`src/rtl/wb_gpio_pkg.sv`:
```
// Shared constants for the wb_gpio block: register offsets (word index), index width, pin limit.
package wb_gpio_pkg;

    localparam int REG_IDX_W = 3;
    localparam int MAX_GPIO  = 32;

    localparam logic [REG_IDX_W-1:0] REG_OUT     = 3'd0;
    localparam logic [REG_IDX_W-1:0] REG_SET     = 3'd1;
    localparam logic [REG_IDX_W-1:0] REG_CLR     = 3'd2;
    localparam logic [REG_IDX_W-1:0] REG_DIR     = 3'd3;
    localparam logic [REG_IDX_W-1:0] REG_IN      = 3'd4;
    localparam logic [REG_IDX_W-1:0] REG_RISE_EN = 3'd5;
    localparam logic [REG_IDX_W-1:0] REG_FALL_EN = 3'd6;
    localparam logic [REG_IDX_W-1:0] REG_PEND    = 3'd7;

    function automatic logic [MAX_GPIO-1:0] lane_mask(input logic [3:0] sel);
        return {{8{sel[3]}}, {8{sel[2]}}, {8{sel[1]}}, {8{sel[0]}}};
    endfunction

endpackage

```
`src/rtl/gpio_in_cond.sv`:
```
// Per-pin input conditioning: synchroniser chain, plus a debounce filter when
// WB_GPIO_DEBOUNCE_EN is defined.
module gpio_in_cond #(
    parameter int SYNC_STAGES     = 2,
    parameter int DEBOUNCE_CYCLES = 16
) (
    input  logic clk_i,
    input  logic rst_n_i,
    input  logic pin_i,
    output logic level_o
);

    logic [SYNC_STAGES-1:0] sync_q;

    always_ff @(posedge clk_i or negedge rst_n_i) begin
        if (!rst_n_i) begin
            sync_q <= '0;
        end else begin
            sync_q <= {sync_q[SYNC_STAGES-2:0], pin_i};
        end
    end

`ifdef WB_GPIO_DEBOUNCE_EN
    localparam int CNT_W = $clog2(DEBOUNCE_CYCLES + 1);
    localparam logic [CNT_W-1:0] CNT_LOAD = CNT_W'(DEBOUNCE_CYCLES - 1);

    logic [CNT_W-1:0] cnt_q;
    logic             level_q;

    // Down-counter runs only while the synchronised value disagrees with the
    // filtered level; terminal count on the DEBOUNCE_CYCLES-th disagreeing edge.
    always_ff @(posedge clk_i or negedge rst_n_i) begin
        if (!rst_n_i) begin
            cnt_q   <= CNT_LOAD;
            level_q <= 1'b0;
        end else if (sync_q[SYNC_STAGES-1] == level_q) begin
            cnt_q <= CNT_LOAD;
        end else if (cnt_q == '0) begin
            level_q <= sync_q[SYNC_STAGES-1];
            cnt_q   <= CNT_LOAD;
        end else begin
            cnt_q <= cnt_q - 1'b1;
        end
    end

    assign level_o = level_q;
`else
    localparam int unused_debounce_cycles = DEBOUNCE_CYCLES;

    assign level_o = sync_q[SYNC_STAGES-1];
`endif

endmodule

```
`src/rtl/wb_gpio.sv`:
```
// Wishbone B4 classic GPIO slave with set/clear aliases and edge interrupts.
// Optional input debounce is enabled by defining WB_GPIO_DEBOUNCE_EN.
module wb_gpio
    import wb_gpio_pkg::*;
#(
    parameter int                N_GPIO          = 32,
    parameter int                SYNC_STAGES     = 2,
    parameter logic [N_GPIO-1:0] RESET_OUT       = '0,
    parameter int                DEBOUNCE_CYCLES = 16
) (
    input  logic              clk_i,
    input  logic              rst_n_i,
    input  logic              wb_cyc_i,
    input  logic              wb_stb_i,
    input  logic              wb_we_i,
    input  logic [31:0]       wb_adr_i,
    input  logic [3:0]        wb_sel_i,
    input  logic [31:0]       wb_dat_i,
    output logic [31:0]       wb_dat_o,
    output logic              wb_ack_o,
    input  logic [N_GPIO-1:0] gpio_i,
    output logic [N_GPIO-1:0] gpio_o,
    output logic [N_GPIO-1:0] gpio_oe_o,
    output logic              irq_o
);

    logic                 ack_q;
    logic [31:0]          dat_q;
    logic                 irq_q;
    logic [N_GPIO-1:0]    out_q, dir_q, rise_en_q, fall_en_q, pend_q, prev_q;
    logic [N_GPIO-1:0]    in_w;

    logic                 accept, wr;
    logic [REG_IDX_W-1:0] reg_idx;
    logic [MAX_GPIO-1:0]  lane_w;
    logic [N_GPIO-1:0]    wmask, wbits, pend_clr, edge_hit, rd_reg;
    logic                 unused_bits;

    for (genvar g = 0; g < N_GPIO; g++) begin : g_pin
        gpio_in_cond #(
            .SYNC_STAGES    (SYNC_STAGES),
            .DEBOUNCE_CYCLES(DEBOUNCE_CYCLES)
        ) u_cond (
            .clk_i  (clk_i),
            .rst_n_i(rst_n_i),
            .pin_i  (gpio_i[g]),
            .level_o(in_w[g])
        );
    end

    assign accept  = wb_cyc_i & wb_stb_i & ~ack_q;
    assign wr      = accept & wb_we_i;
    assign reg_idx = wb_adr_i[4:2];
    assign lane_w  = lane_mask(wb_sel_i);
    assign wmask   = lane_w[N_GPIO-1:0];
    assign wbits   = wb_dat_i[N_GPIO-1:0] & wmask;

    assign edge_hit = (in_w & ~prev_q & rise_en_q) | (~in_w & prev_q & fall_en_q);
    assign pend_clr = (wr && reg_idx == REG_PEND) ? wbits : '0;

    always_comb begin
        rd_reg = '0;
        case (reg_idx)
            REG_OUT, REG_SET, REG_CLR: rd_reg = out_q;
            REG_DIR:                   rd_reg = dir_q;
            REG_IN:                    rd_reg = in_w;
            REG_RISE_EN:               rd_reg = rise_en_q;
            REG_FALL_EN:               rd_reg = fall_en_q;
            REG_PEND:                  rd_reg = pend_q;
            default:                   rd_reg = '0;
        endcase
    end

    always_ff @(posedge clk_i or negedge rst_n_i) begin
        if (!rst_n_i) begin
            ack_q     <= 1'b0;
            dat_q     <= '0;
            irq_q     <= 1'b0;
            out_q     <= RESET_OUT;
            dir_q     <= '0;
            rise_en_q <= '0;
            fall_en_q <= '0;
            pend_q    <= '0;
            prev_q    <= '0;
        end else begin
            ack_q  <= accept;
            dat_q  <= (accept && !wb_we_i) ? 32'(rd_reg) : '0;
            prev_q <= in_w;
            // A fresh edge outranks a same-cycle clear of that bit.
            pend_q <= (pend_q & ~pend_clr) | edge_hit;
            irq_q  <= |pend_q;
            if (wr) begin
                case (reg_idx)
                    REG_OUT:     out_q     <= (out_q & ~wmask) | wbits;
                    REG_SET:     out_q     <= out_q | wbits;
                    REG_CLR:     out_q     <= out_q & ~wbits;
                    REG_DIR:     dir_q     <= (dir_q & ~wmask) | wbits;
                    REG_RISE_EN: rise_en_q <= (rise_en_q & ~wmask) | wbits;
                    REG_FALL_EN: fall_en_q <= (fall_en_q & ~wmask) | wbits;
                    default:     ;
                endcase
            end
        end
    end

    assign wb_ack_o  = ack_q;
    assign wb_dat_o  = dat_q;
    assign irq_o     = irq_q;
    assign gpio_o    = out_q;
    assign gpio_oe_o = dir_q;

    assign unused_bits = ^{wb_adr_i[31:5], wb_adr_i[1:0], wb_dat_i, lane_w};

endmodule
```
`config.mk`:
```
export PLATFORM = sky130hd
export DESIGN_NAME = wb_gpio
export DESIGN_NICKNAME = d
export VERILOG_FILES = /design/src/rtl/wb_gpio_pkg.sv /design/src/rtl/gpio_in_cond.sv /design/src/rtl/wb_gpio.sv
export SDC_FILE = /design/constraint.sdc
export NUM_CORES = 1
export LEC_CHECK = 0
export ABC_CLOCK_PERIOD_IN_PS = 1950
export CORE_ASPECT_RATIO = 1.5
export CORE_MARGIN = 8
export CORE_UTILIZATION = 54
export CTS_CLUSTER_DIAMETER = 40
export DETAILED_ROUTE_END_ITERATION = 10
export GPL_TIMING_DRIVEN = 0
export PLACE_DENSITY = 0.86
export SETUP_SLACK_MARGIN = 0.02
export SLEW_MARGIN = 30
export SYNTH_ARGS = -nofsm -noshare
export SYNTH_HDL_FRONTEND = slang
export SYNTH_SLANG_ARGS = --single-unit
```
`constraint.sdc`:
```
create_clock -name clk_i -period 1.95 [get_ports clk_i]
set_clock_uncertainty 0.05 [all_clocks]
set_input_delay 0.39 -clock clk_i [delete_from_list [all_inputs] [get_ports clk_i]]
set_output_delay 0.39 -clock clk_i [all_outputs]
set_load 0.02 [all_outputs]
```
==> results of run 1 <==
## what timing repair did
item,in CTS,in global routing
gates cloned,0,0
resized for setup,122,26
hold buffers,1,0
endpoints found under the hold margin,34,0
endpoints found under the setup margin,196,91
pin swaps,6,3
buffers inserted,8,2
## worst register-to-register path, stage by stage (launching register included)
cell,delay (ns)
dfrtp_1,0.42
and3b_1,0.22
clkbuf_1,0.28
clkbuf_1,0.55
a32oi_1,0.26
nand2_1,0.14
## area by class of cell
class | count | area share, %
flip-flops and latches | 290 | 45.95
plain buffers | 71 | 2.408
inverters | 2 | 0.05545
well taps | 280 | 2.218
multi-input cells | 644 | 31.36
diodes | 5 | 0.07922
clock inverters | 17 | 1.117
clock buffers | 36 | 5.023
repair buffers | 186 | 11.80
## where the power goes
part | internal (uW) | total [uW] | switching (uW)
logic | 1430 | 3190 | 1770
clock network | 3090 | 5560 | 2480
registers | 6880 | 7730 | 850
total | 11400 | 16500 | 5090
## metal layers
metal | up-vias | wire [um] | GRT usage (%)
li1 | 4220 | - | -
met1 | 4954 | 13090 | 29.10
met2 | 691 | 18540 | 42.96
met3 | 237 | 3648 | 6.849
met4 | 4 | 3194 | 22.23
met5 | - | 26 | 0
## logic make-up after synthesis
family,after synthesis
multiplexers,142
AO/OA/AOI/OAI,221
flip-flops,290
XOR/XNOR,1
buffers and inverters,73
AND/OR/NAND/NOR,280
## layout by cell type (no fill, tap or decap), types with 17 or more instances in the layout
cell and instances:
o21ai_0 49, o2111a_1 17, clkbuf_2 18, or3b_2 17, nand3b_1 33, dlygate4sd2_1 93, clkdlybuf4s50_1 74, o22ai_1 27
clkbuf_1 24, mux2i_1 19, nor3b_1 24, a32oi_1 23, mux2_2 122, dfrtp_1 290, o2bb2ai_1 18, a21o_1 34
nand3_1 59, o31ai_1 30, clkbuf_16 30, nand2_1 77
## through the flow
stage / total power (uW) / setup WS, ns / std cells / utilization, % / instance area [um^2]
finish: 16480 / -0.04932 / 1531 / 69.01 / 15790
global route: 17110 / -0.08620 / 1529 / 68.99 / 15790
CTS: 16480 / 0.02044 / 1524 / 68.55 / 15690
detailed placement: 11150 / -1.004 / 1462 / 64.04 / 14660
global placement: 11000 / -11.41 / 1459 / 63.66 / 14570
floorplan: 9364 / 0.08488 / 1007 / - / 12500
## worst max path at each step
| stage | start | end | slack (ns) | cells after the start |
|---|---|---|---|---|
| floorplan | wb_ack_o | flop | 0.08 | 5 |
| global placement | rst_n_i | g_pin[3].u_cond.sync_q[1] | -11.41 | 1 |
| finish | wb_we_i | pend_q[14] | -0.05 | 6 |
| global route | wb_ack_o | gpio_o[4] | -0.09 | 5 |
| detailed placement | wb_adr_i[3] | wb_dat_o[27] | -1.00 | 6 |
| CTS | wb_ack_o | gpio_o[20] | 0.02 | 6 |
==> flow_metrics.env, run 1 <==
export IMPL_cp_data_required_time_ns=2.34
export IMPL_drive_gt1_share_pct=21.75
export IMPL_max_stage_delay_ns=0.67
export IMPL_drv_slew=0
export IMPL_synth_simple_gate_area_share_pct=13.73
export IMPL_drtPass1Iterations=6
export IMPL_die_area_um2=28370
export IMPL_setup_slack_ns=-0.04932
export IMPL_clock_path_buffers=3
export IMPL_rr_worst_depth=5
export IMPL_hpwl_mm=26.06
export IMPL_antenna_found_initial=7
export IMPL_synth_compound_area_share_pct=12.95
export IMPL_grt_ovfl_total=0
export IMPL_path_clk_slew_ns=0.06
export IMPL_ant_nets=0
export IMPL_regToRegSetupSlack_ns=-0.02
export IMPL_drt_iter0_drc=1031
export IMPL_synthesis_area_um2=12500
export IMPL_path_cells="clkdlybuf4s50_1 -> and4b_1 -> clkbuf_1 -> clkbuf_2 -> nand3_1 -> a21o_1"
export IMPL_relSlewSlack_pct=55.32
export IMPL_portBuffers=172
export IMPL_nets=1330
export IMPL_core_area_um2=22890
export IMPL_fin_tns_setup_ns=-0.9613
export IMPL_synth_flop_cell="dfrtp_1"
export IMPL_synth_commonest_cells="dfrtp_1, mux2_2, nand2_1, nand3_1, o21ai_0"
export IMPL_synth_area_leaders="dfrtp_1, mux2_2, nand3_1"
export IMPL_critPathBufInv=3
export IMPL_synth_mux_area_share_pct=12.61
export IMPL_fin_crit_ns=1.999
export IMPL_finalWeightedCongestion=0.9165
export IMPL_synth_top_family_by_area="simple AND/OR/NAND/NOR gates"
export IMPL_hold_slack_ns=0.2086
export IMPL_grt_usage_pct=26.64
export IMPL_min_delay_path_class="input port to flop"
export IMPL_violations="negative setup slack"
export IMPL_synth_net_count=1112
export IMPL_cts_root_buf="clkbuf_16"
export IMPL_synth_seq_cells=290
export IMPL_synth_largest_area_cell="dfrtp_1"
export IMPL_yosys_warnings=0
export IMPL_crit_slowest_cell="clkdlybuf4s50_1"
export IMPL_num_rows=68
export IMPL_die_w_um=140.2
export IMPL_numClockSinks=290
export IMPL_synth_seq_area_share_pct=58.07
export IMPL_clk_latency_ns=0.57
export IMPL_cap_violations=0
export IMPL_end_kind="flop"
export IMPL_cts_buffers=30
export IMPL_die_h_um=202.3
export IMPL_grt_pass1_wl_mm=58.75
export IMPL_cts_tree="done"
export IMPL_r2r_start="wb_ack_o"
export IMPL_num_vias=10110
export IMPL_hold_violations=0
export IMPL_ir_worst_vdd_mv=0.8861
export IMPL_critPathMaxFanout=10
export IMPL_outcome="complete, but fails checks"
export IMPL_drc=0
export IMPL_grt_max_degree=91
export IMPL_worst_slew_pin_transition_ns=0.6702
export IMPL_fin_crit_sh_pct=102.5
export IMPL_area_growth_pct=26.38
export IMPL_rsz0062_at_grt="true"
export IMPL_max_freq_mhz=500.2
export IMPL_min_to="g_pin[27].u_cond.sync_q[0]"
export IMPL_avgSynthCellArea_um2=12.41
export IMPL_grt_pass1_vias=10560
export IMPL_holdPathStages=1
export IMPL_synthCells=1007
export IMPL_totalWireLength_mm=38.50
export IMPL_powerDensity_nw_per_um2=1044
export IMPL_critPathLaunchType="input port"
export IMPL_path_delay_family="buffers and inverters"
export IMPL_htreeDepth=1
export IMPL_ff_latch_area_um2=7257
export IMPL_synth_xor_area_share_pct=0.07008
export IMPL_ys_types=41
export IMPL_io_pins=203
export IMPL_synthArstFlopShare_pct=100.0
export IMPL_worstSetupPathType="input port to flop"
export IMPL_wl_per_cell_um=25.15
export IMPL_synth_enable_flop_cells=0
export IMPL_finalSetupViolations=40
export IMPL_min_from="gpio_i[27]"
export IMPL_synthAdderAreaFrac_pct=0
export IMPL_arrival_ns=2.39
export IMPL_synthMostInstantiatedCell="dfrtp_1"
export IMPL_n_fill_cell=1554
export IMPL_r2r_end="gpio_o[4]"
export IMPL_synth_top_area_share_pct=58.07
export IMPL_cellLeakagePower_uw=0.006877
export IMPL_multi_input_area_um2=4952
export IMPL_viasPerCell=6.601
export IMPL_initial_utilization_pct=54.60
Note: power is estimated with default switching activity, not from simulation.
==> inputs of run 2 (changes only) <==
--- a/config.mk
+++ b/config.mk
@@ -5,16 +5,18 @@
 export SDC_FILE = /design/constraint.sdc
 export NUM_CORES = 1
 export LEC_CHECK = 0
-export ABC_CLOCK_PERIOD_IN_PS = 1950
+export ABC_CLOCK_PERIOD_IN_PS = 2100
+export CELL_PAD_IN_SITES_DETAIL_PLACEMENT = 0
+export CELL_PAD_IN_SITES_GLOBAL_PLACEMENT = 2
 export CORE_ASPECT_RATIO = 1.5
 export CORE_MARGIN = 8
-export CORE_UTILIZATION = 54
+export CORE_UTILIZATION = 36
 export CTS_CLUSTER_DIAMETER = 40
 export DETAILED_ROUTE_END_ITERATION = 10
 export GPL_TIMING_DRIVEN = 0
-export PLACE_DENSITY = 0.86
+export PLACE_DENSITY = 0.85
 export SETUP_SLACK_MARGIN = 0.02
-export SLEW_MARGIN = 30
+export SLEW_MARGIN = 10
 export SYNTH_ARGS = -nofsm -noshare
 export SYNTH_HDL_FRONTEND = slang
 export SYNTH_SLANG_ARGS = --single-unit
==> constraint.sdc (replaced) <==
create_clock -name clk_i -period 2.1 [get_ports clk_i]
set_clock_uncertainty 0.05 [all_clocks]
set_input_delay 0.42 -clock clk_i [delete_from_list [all_inputs] [get_ports clk_i]]
set_output_delay 0.42 -clock clk_i [all_outputs]
set_load 0.02 [all_outputs]
==> run 2 against run 1 <==
  * Non-clock buffer count rose by 1
  * The flow now finishes without violations
  * Sequential power down 6.7%
  * Cell area grew 3.7%
  * Critical path depth stayed put
  * Via count shrank 5.9%
  * Total power is 2.3% higher
  * Count of clock-buffer cells in the layout rose by 10
==> flow_metrics.env, run 2 (same netlist as run 1, synthesis figures left out) <==
export IMPL_outcome="complete, no violations"
export IMPL_min_delay_path_class="input port to flop"
export IMPL_clk_latency_ns=0.55
export IMPL_path_cells="clkdlybuf4s50_1 -> buf_2 -> clkbuf_1 -> or3b_2 -> o2111a_1 -> a211oi_1"
export IMPL_ir_worst_vdd_mv=0.5834
export IMPL_grt_max_degree=103
export IMPL_dpl_cell_count=1607
export IMPL_ff_latch_area_um2=7257
export IMPL_arrival_ns=2.42
export IMPL_cp_data_required_time_ns=2.48
export IMPL_relSlewSlack_pct=47.87
export IMPL_path_clk_slew_ns=0.06
export IMPL_pwr_share_clk_pct=39.6
export IMPL_n_fill_cell=3181
export IMPL_numClockSinks=290
export IMPL_grt_pass1_vias=10060
export IMPL_drc=0
export IMPL_stdcell_count=1690
export IMPL_totalWireLength_mm=40.74
export IMPL_end_kind="flop"
export IMPL_powerDensity_nw_per_um2=1030
export IMPL_critPathMaxFanout=10
export IMPL_setup_slack_ns=0.05711
export IMPL_internal_power_uw=11790
export IMPL_path_delay_family="buffers and inverters"
export IMPL_worstSetupPathType="input port to flop"
export IMPL_rr_worst_depth=5
export IMPL_portBuffers=172
export IMPL_max_stage_delay_ns=0.53
export IMPL_crit_slowest_cell="or3b_2"
export IMPL_ant_nets=0
export IMPL_finalSetupViolations=0
export IMPL_viasPerCell=5.625
export IMPL_hold_violations=0
export IMPL_regToRegSetupSlack_ns=0.10
export IMPL_drtPass1Iterations=5
export IMPL_cts_tree="done"
export IMPL_htreeDepth=2
export IMPL_mostFrequentLayoutCell="dfrtp_1"
export IMPL_grt_ovfl_total=0
export IMPL_grt_usage_pct=19.79
export IMPL_die_w_um=168.1
export IMPL_io_pins=203
export IMPL_max_freq_mhz=489.5
export IMPL_rsz0062_at_grt="false"
export IMPL_drt_iter0_drc=594
export IMPL_nets=1340
export IMPL_cts_root_buf="clkbuf_16"
export IMPL_pre_cts_slack_ns=-0.9203
export IMPL_layout_common_cells="dfrtp_1, clkdlybuf4s50_1, mux2_2"
export IMPL_holdPathStages=1
export IMPL_power_frac_seq_pct=42.8
export IMPL_fin_crit_ns=2.043
export IMPL_num_rows=83
export IMPL_fin_crit_sh_pct=97.28
export IMPL_fin_tns_setup_ns=0
export IMPL_worst_slew_pin_transition_ns=0.7819
export IMPL_switching_share_pct=30.09
export IMPL_cap_violations=0
export IMPL_p_comb_share_pct=17.6
export IMPL_core_area_um2=34270
export IMPL_num_vias=9506
export IMPL_wl_per_cell_um=24.10
export IMPL_die_h_um=244.2
export IMPL_multi_input_area_um2=4935
export IMPL_finalWeightedCongestion=0.8350
export IMPL_initial_utilization_pct=36.47
export IMPL_crit_cells=6
export IMPL_cts_buffers=39
export IMPL_clock_path_buffers=3
export IMPL_drv_slew=0
export IMPL_hpwl_mm=29.05
export IMPL_critPathBufInv=3
export IMPL_cellLeakagePower_uw=0.006856
export IMPL_antenna_found_initial=3
export IMPL_drive_gt1_share_pct=21.93
export IMPL_die_area_um2=41050
export IMPL_critPathLaunchType="input port"
export IMPL_grt_pass1_wl_mm=62.27
export IMPL_p_sw_uw=5076
export IMPL_area_growth_pct=31.11
## run 2: what timing repair did
action	4_1_cts	5_1_grt
buffers inserted	8	2
gates resized for setup	53	18
setup endpoints to repair	120	172
cloned	0	1
endpoints found under the hold margin	58	0
hold buffers	1	0
pin swaps	6	2
## run 2: power by group through the flow
| stage | registers, uW | clock network [uW] | logic [uW] |
|---|---|---|---|
| after global routing | 7310 | 7090 | 3220 |
| final | 7210 | 6680 | 2980 |
| after global placement | 7300 | 0 | 3060 |
| after CTS | 7220 | 6840 | 3010 |
| after floorplan | 7390 | 0 | 1300 |
| after detailed placement | 7320 | 0 | 3130 |
## run 2: final timing paths
kind | endpoint | startpoint
min in group asynchronous | wb_dat_o[21] | rst_n_i
hold reg to reg | g_pin[28].u_cond.sync_q[1] | g_pin[28].u_cond.sync_q[0]
hold / removal | g_pin[20].u_cond.sync_q[0] | gpio_i[20]
max in group asynchronous | g_pin[28].u_cond.sync_q[0] | rst_n_i
setup reg to reg | wb_dat_o[11] | wb_ack_o
setup / recovery | wb_dat_o[26] | wb_adr_i[2]
## run 2: stage by stage
| step | hold slack [ns] | total power (uW) | instance area (um^2) | util (%) |
|---|---|---|---|---|
| global placement | 0.2815 | 10360 | 14750 | 43.04 |
| CTS | 0.2331 | 17060 | 16270 | 47.49 |
| floorplan | 0.07441 | 8695 | 12500 | - |
| global route | 0.2429 | 17630 | 16380 | 47.81 |
| finish | 0.2566 | 16870 | 16380 | 47.81 |
| detailed placement | 0.2847 | 10450 | 14840 | 43.30 |
## run 2: final cells by class
class	count	share of cell area, %
diodes	2	0.03055
plain buffers	71	2.123
clock buffers	46	6.361
clock inverters	23	1.695
inverters	2	0.05346
multi-input cells	644	30.12
flip-flops and latches	290	44.29
well taps	425	3.246
repair buffers	187	12.08
## run 2: worst register-to-register path: cells and delay by family (launching register included)
| kind | cells | cell delay (ns) |
|---|---|---|
| AND/OR/NAND/NOR | 3 | 0.83 |
| buffers and inverters | 2 | 0.60 |
| flip-flops | 1 | 0.42 |
## run 2: routing by layer
layer / vias to the layer above / GRT usage [%] / wire length, um / share of wire (%)
met5: - / 0 / 13 / 0.032
met2: 340 / 34.06 / 20850 / 51
li1: 4254 / - / - / -
met4: 2 / 9.692 / 1732 / 4.3
met1: 4822 / 23.16 / 15550 / 38
met3: 88 / 4.080 / 2589 / 6.4
==> patch, RTL diff (config.mk and constraints of run 2) <==
Build with the macro `WB_GPIO_DEBOUNCE_EN` defined.
--- a/src/rtl/gpio_in_cond.sv
+++ b/src/rtl/gpio_in_cond.sv
@@ -1,5 +1,7 @@
 // Per-pin input conditioning: synchroniser chain, plus a debounce filter when
 // WB_GPIO_DEBOUNCE_EN is defined.
+`define WB_GPIO_DEBOUNCE_EN
+
 module gpio_in_cond #(
     parameter int SYNC_STAGES     = 2,
     parameter int DEBOUNCE_CYCLES = 16
Check against the original RTL: not equivalent (Yosys sat finds a counterexample within 4 cycles, from zero or initial values and one cycle with rst_n_i low).
==> patch against run 2 <==
The run now ends with negative hold slack, negative setup slack left; setup slack lost 0.083 ns; cell area grew 59%; total power grew 47%; global-route usage shrank 1.8 points; synthesized area grew 67%; sequential cell count grew 192; die area grew 61%; routed wire length grew 45%; worst hold slack lost 0.46 ns; largest cell class unchanged; highest routed layer unchanged.
==> patch: results (changes against run 2) <==
logic_synthesis:
  synth_common_cells: "354 x dfrtp_1, 206 x nand2_1, 157 x mux2_2"  # was 290 x dfrtp_1, 122 x mux2_2, 78 x nand2_1
  syn_nets: 1913  # was 1112
  yosys.cell_types.count: 52  # was 41
  syn_area_per_cell_um2: 11.7  # was 12.4 um2
  synth_seq_area_share: 0.586  # was 0.581
sta:
  slew_headroom: 0.436  # was 0.479
  setup_viol: 3  # was 0
  post-route-worst-setup-slack_ns: -0.0263  # was 0.0571 ns
  holdWs_ns: -0.205  # was 0.257 ns
  hold_viol_final: 70  # was 0
grt:
  grt_pass1_vias: 15824  # was 10058
  grt_pass1_wl_um: 92300  # was 62300 um
  use_met2: 0.307  # was 0.341
  antenna_found_initial: 9  # was 3
  grt_max_degree: 113  # was 103
placement:
  dp_slack_ns: -1.03  # was -0.920 ns
clock_network:
  numCtsBuffers: 60  # was 39
  post_cts_buffers: 4  # was 8
pwr:
  pg_seq_mw: 10.8  # was 7.21 mW
  powerDensity_nw_per_um2: 952  # was 1030 nW/um2
critical_path:
  worstSetupEndpoint: "wb_dat_o[3]$_DFF_PN0_"  # was wb_dat_o[26]$_DFF_PN0_
  max_stage_delay_ns: 0.58  # was 0.53 ns
  ff2ff_path_depth: 3  # was 5
  crit_path_top_delay_cell: "clkdlybuf4s50_1"  # was or3b_2
cells_and_area:
  drive_gt1_frac: 0.233  # was 0.219
detailed_routing:
  wl_met3_um: 3770  # was 2590 um
  totalWireLength_um: 58900  # was 40700 um
outcome:
  outcome: "finished with violations"  # was finished, final reports clean
  violations: "negative hold slack, negative setup slack"
-- patch: cell types whose count changed after synthesis, moves of 24 or more --
cell and change:
a21oi_1 +45, nand4_1 +24, dfstp_2 +128, inv_1 +70, nand3_1 +39, xor2_1 +32, dfrtp_1 +64, nand2_1 +128
nor2_1 +68, mux2_2 +35, ha_1 +32, nor4b_1 +30, nor2b_1 +28, xnor2_1 +67
-- patch: kinds of logic after synthesis --
| logic type | after synthesis | share of synthesized area |
|---|---|---|
| and+or+nand+nor | 575 | 0.143 |
| DFF | 482 | 0.586 |
| muxes | 180 | 0.0966 |
| AOI/OAI and AO/OA | 258 | 0.0843 |
| adders and majority gates | 32 | 0.0192 |
| buffers and inverters | 149 | 0.0290 |
| xor gates and xnor gates | 100 | 0.0420 |
-- patch: final cells by class --
cell class                 count  area [um2]
tap                          770         963
sequential                   482       12200
clock inverter                39         478
multi-input combinational   1145        8080
inverter                      72         274
clock buffer                  75        1650
fill                        5374       31600
buffer                        75         395
timing repair buffer         185        1890
antenna                        7        17.5
